===== src/rtl/alu_issue_ctrl.sv =====
// Issue/forward controller for the 8-bit ALU EX stage.
// Ports: id_* in (valid/ready), flush, ex_*/wb_* slot tags out, stall_cnt (ALU_STALL_CNT_EN).
module alu_issue_ctrl #(
  parameter int RA_W = 3
) (
  input  logic            clk,
  input  logic            rst_n,
  input  logic            id_valid,
  output logic            id_ready,
  input  logic [RA_W-1:0] id_rs,
  input  logic [RA_W-1:0] id_rd,
  input  logic            id_ctrl,
  input  logic            id_we,
  input  logic            id_load,
  input  logic            flush,
  output logic            ex_valid,
  output logic            ex_ctrl,
  output logic            ex_fwd,
  output logic [RA_W-1:0] ex_rd,
  output logic            ex_we,
  output logic            ex_load,
  output logic            wb_valid,
  output logic [RA_W-1:0] wb_rd,
  output logic            wb_we,
  output logic            wb_load,
  output logic [15:0]     stall_cnt
);

  typedef enum logic {RUN, STALL} st_t;

  st_t  st, st_nx;
  logic src_rd;
  logic dep_ex;
  logic dep_wb;
  logic hazard;
  logic fwd;
  logic issue;
  logic stall_now;

  // Bubble slots are all-zero, so we=0 already excludes them.
  assign src_rd = id_ctrl & (id_rs != '0);
  assign dep_ex = src_rd & ex_valid & ex_we
                & (ex_rd == id_rs);
  assign dep_wb = src_rd & wb_valid & wb_we
                & (wb_rd == id_rs);

  // The youngest producer decides.
  assign hazard = id_valid
                & (dep_ex ? ex_load
                          : (dep_wb & wb_load));
  assign fwd    = dep_ex & ~ex_load;

  always_ff @(posedge clk or negedge rst_n) begin
    if (!rst_n) st <= RUN;
    else        st <= st_nx;
  end

  always_comb begin
    st_nx = st;
    if (flush) begin
      st_nx = RUN;
    end else begin
      unique case (st)
        RUN:   if (hazard)  st_nx = STALL;
        STALL: if (!hazard) st_nx = RUN;
        default: st_nx = RUN;
      endcase
    end
  end

  always_comb begin
    id_ready  = ~flush & ~hazard;
    issue     = id_valid & id_ready;
    stall_now = ~flush & hazard;
  end

  always_ff @(posedge clk or negedge rst_n) begin
    if (!rst_n) begin
      ex_valid <= 1'b0;
      ex_ctrl  <= 1'b0;
      ex_fwd   <= 1'b0;
      ex_rd    <= '0;
      ex_we    <= 1'b0;
      ex_load  <= 1'b0;
      wb_valid <= 1'b0;
      wb_rd    <= '0;
      wb_we    <= 1'b0;
      wb_load  <= 1'b0;
    end else begin
      wb_valid <= ex_valid;
      wb_rd    <= ex_rd;
      wb_we    <= ex_we;
      wb_load  <= ex_load;
      if (issue) begin
        ex_valid <= 1'b1;
        ex_ctrl  <= id_ctrl;
        ex_fwd   <= fwd;
        ex_rd    <= id_rd;
        ex_we    <= id_we;
        ex_load  <= id_load;
      end else begin
        ex_valid <= 1'b0;
        ex_ctrl  <= 1'b0;
        ex_fwd   <= 1'b0;
        ex_rd    <= '0;
        ex_we    <= 1'b0;
        ex_load  <= 1'b0;
      end
    end
  end

`ifdef ALU_STALL_CNT_EN
  logic [15:0] cnt;

  always_ff @(posedge clk or negedge rst_n) begin
    if (!rst_n)
      cnt <= '0;
    else if (stall_now && cnt != 16'hFFFF)
      cnt <= cnt + 16'd1;
  end

  assign stall_cnt = cnt;
`else
  logic unused_stall;
  assign unused_stall = stall_now;
  assign stall_cnt    = '0;
`endif

endmodule


===== config.mk =====
export PLATFORM = sky130hd
export DESIGN_NAME = alu_issue_ctrl
export DESIGN_NICKNAME = d
export VERILOG_FILES = /design/src/rtl/alu_issue_ctrl.sv
export SDC_FILE = /design/constraint.sdc
export NUM_CORES = 1
export LEC_CHECK = 0
export CAP_MARGIN = 15
export CORE_MARGIN = 4
export CORE_UTILIZATION = 38
export CTS_CLUSTER_DIAMETER = 150
export CTS_CLUSTER_SIZE = 24
export DETAILED_ROUTE_END_ITERATION = 8
export PLACE_DENSITY_LB_ADDON = 0.2
export SETUP_SLACK_MARGIN = 0.05
export SKIP_LAST_GASP = 1
export SLEW_MARGIN = 20
export SYNTH_ARGS = -nofsm -noshare
export SYNTH_HDL_FRONTEND = slang
export SYNTH_SLANG_ARGS = --single-unit

===== constraint.sdc =====
create_clock -name clk -period 5.1 [get_ports clk]
set_clock_uncertainty 0.1 [all_clocks]
set_input_delay 0.51 -clock clk [delete_from_list [all_inputs] [get_ports clk]]
set_output_delay 0.51 -clock clk [all_outputs]
set_load 0.005 [all_outputs]

==> impl_metrics.tcl <==
set metrics [dict create \
    cellInternalPower_mw 0.179 \
    dieArea_um2 2630 \
    cts.path.max_buffers 2 \
    hpwl_um 1130 \
    fin_crit_sh 0.605 \
    grt_pass1_vias 452 \
    pin_count 44 \
    layoutNonFillerInstCount 117 \
    die_h_um 51.3 \
    clkTransAtPathRegs_ns 0.08 \
    p_sw_mw 0.0543 \
    start_kind "primary input" \
    drtAntennaViolNets 0 \
    cts.root.buffer_cell "clkbuf_4" \
    drc 0 \
    grt_max_degree 15 \
    final_area_um2 983 \
    synth_cell_type_count 17 \
    ctsHoldBuffers 0 \
    netSwitchingFraction 0.233 \
    area_growth_pct 37.9 \
    hp-class "register to register" \
    grt_antenna_before_repair 0 \
    grt_usage 0.114 \
    status "finished clean" \
    synth_seq_area_share 0.491 \
    vias 492 \
    leakagePower_nw 0.450 \
    worstPathRequired_ns 4.49 \
    wl_um 1460 \
    path_max_fanout 4 \
    power_frac_comb 0.158 \
    place_congestion 0.721 \
    synth_seq_cells 14 \
    placed_cell_area_um2 947 \
    coreArea_um2 1750 \
    rsz0062_at_grt "no" \
    criticalPathCategory "primary input to output pin" \
    post_cts_buffers 0 \
    clk_latency_ns 0.27 \
    worstSetupEndpointType "output pin" \
    num_rows 15 \
    final_cell_mix "clkdlybuf4s50_1, conb_1, dfrtp_1" \
    drtIter0Drc 7 \
    pwr-share-clk 0.335 \
    detailedRoute.firstPassIterationCount 4 \
    dp_cells 113 \
    grt_pass1_wl_um 2170 \
    power_density_nw_per_um2 237 \
    min_period_ns 3.09 \
    place.port_buffers 27 \
    hold_viol 0 \
    cts_resized 0 \
    cts_buffers 3 \
    htreeDepth 1 \
    setup_slack_ns 2.01 \
    nets 106 \
    seqPwrFrac 0.506 \
    avgSynthCellArea_um2 11.3 \
    grt_overflow 0 \
    ir_worst_vdd_uv 143 \
    drv_slew 0 \
    clock.fmax_mhz 324 \
    drv_cap 0 \
    final_common_cell "clkdlybuf4s50_1" \
    clock_sinks 14 \
    antenna_cells_inserted 0 \
    synthCells 63 \
    maxSlewHeadroom 0.583 \
    yosys_warnings 0 \
    cts_tree "yes" \
    cp.arrival_ns 2.48 \
    fin_tns_setup_ns 0 \
    routed_via_density 4.21 \
    start_util 0.409 \
    fill_cells 167 \
    drive_gt1_frac 0.120 \
    dieWidth_um 51.3 \
    worst_pin_slew_ns 0.624 \
    post-place-ws_ns 2.03 \
    netlist_area_um2 713 \
    wire_per_inst_um 12.5 \
    setup_viol 0 \
]
-- final timing paths --
kind                          start  endpoint  slack (ns)  cells after the start
max                        id_rs[2]  id_ready        2.01                      6
min                           ex_we     wb_we        0.31                      0
max reg2reg                ex_rd[2]   ex_ctrl        3.34                      4
min reg2reg                   ex_we     wb_we        0.31                      0
max in group asynchronous     rst_n  ex_rd[1]        3.98                      1
min in group asynchronous     rst_n  wb_rd[0]        0.52                      1
-- state kept, by name, summed over array words and instances, names as in the netlist --
register	count
ex_load	1
ex_valid	1
ex_we	1
wb_load	1
ex_ctrl	1
ex_fwd	1
wb_we	1
ex_rd	3
wb_rd	3
wb_valid	1
-- logic make-up after synthesis --
group	after synthesis	share of synthesized area
AO/OA/AOI/OAI	10	0.0965
AND/OR/NAND/NOR	12	0.109
buffers and inverters	18	0.179
other	1	0.00526
multiplexers	2	0.0456
flip-flops	14	0.491
XOR/XNOR	6	0.0737
-- layer usage --
metal / vias to the layer above / global-route usage / share of wire
met1: 221 / 0.154 / 0.45
met2: 31 / 0.157 / 0.43
met4: 0 / 0.0786 / 0.020
met5: - / 0 / 0
li1: 236 / - / -
met3: 4 / 0.0321 / 0.093
-- Yosys cell counts --
library cell | instances | area share
mux2i_4 | 1 | 0.032
mux2i_1 | 1 | 0.014
o311a_2 | 2 | 0.032
or4_4 | 1 | 0.016
dfrtp_1 | 14 | 0.49
nand2_1 | 7 | 0.037
nor4_4 | 1 | 0.030
nor2b_1 | 1 | 0.0088
a21oi_1 | 7 | 0.049
buf_4 | 16 | 0.17
and3_2 | 1 | 0.011
a21boi_2 | 1 | 0.016
clkbuf_1 | 1 | 0.0053
inv_1 | 1 | 0.0053
conb_1 | 1 | 0.0053
nand3_1 | 1 | 0.0070
xor2_1 | 6 | 0.074
-- through the flow --
| step | total power, mW | util | hold WS (ns) |
|---|---|---|---|
| final | 0.233 | 0.563 | 0.315 |
| after CTS | 0.236 | 0.563 | 0.318 |
| after floorplan | 0.142 | - | 0.114 |
| after detailed placement | 0.157 | 0.543 | 0.299 |
| after global routing | 0.245 | 0.563 | 0.325 |
| after global placement | 0.157 | 0.543 | 0.294 |
-- worst max-delay path: stages --
cell	delay, ns
clkdlybuf4s50_1	0.51
xor2_1	0.23
nor4_4	0.43
mux2i_1	0.13
a21oi_1	0.16
clkdlybuf4s50_1	0.52
-- power by group through the flow --
stage / Sequential, mW / Clock, mW / Combinational (mW)
finish: 0.118 / 0.0781 / 0.0368
global route: 0.119 / 0.0862 / 0.0400
CTS: 0.118 / 0.0813 / 0.0369
detailed placement: 0.120 / 0 / 0.0366
global placement: 0.120 / 0 / 0.0365
floorplan: 0.120 / 0 / 0.0213
-- cell type report --
class                      instances  area, um^2  area share
clock buffer                       4        36.3      0.0369
inverter                           1        3.75     0.00382
multi-input combinational         46         292       0.296
sequential                        14         350       0.356
tap                               25        31.3      0.0318
timing repair buffer              27         270       0.275
Note: power is estimated with default switching activity, not from simulation.
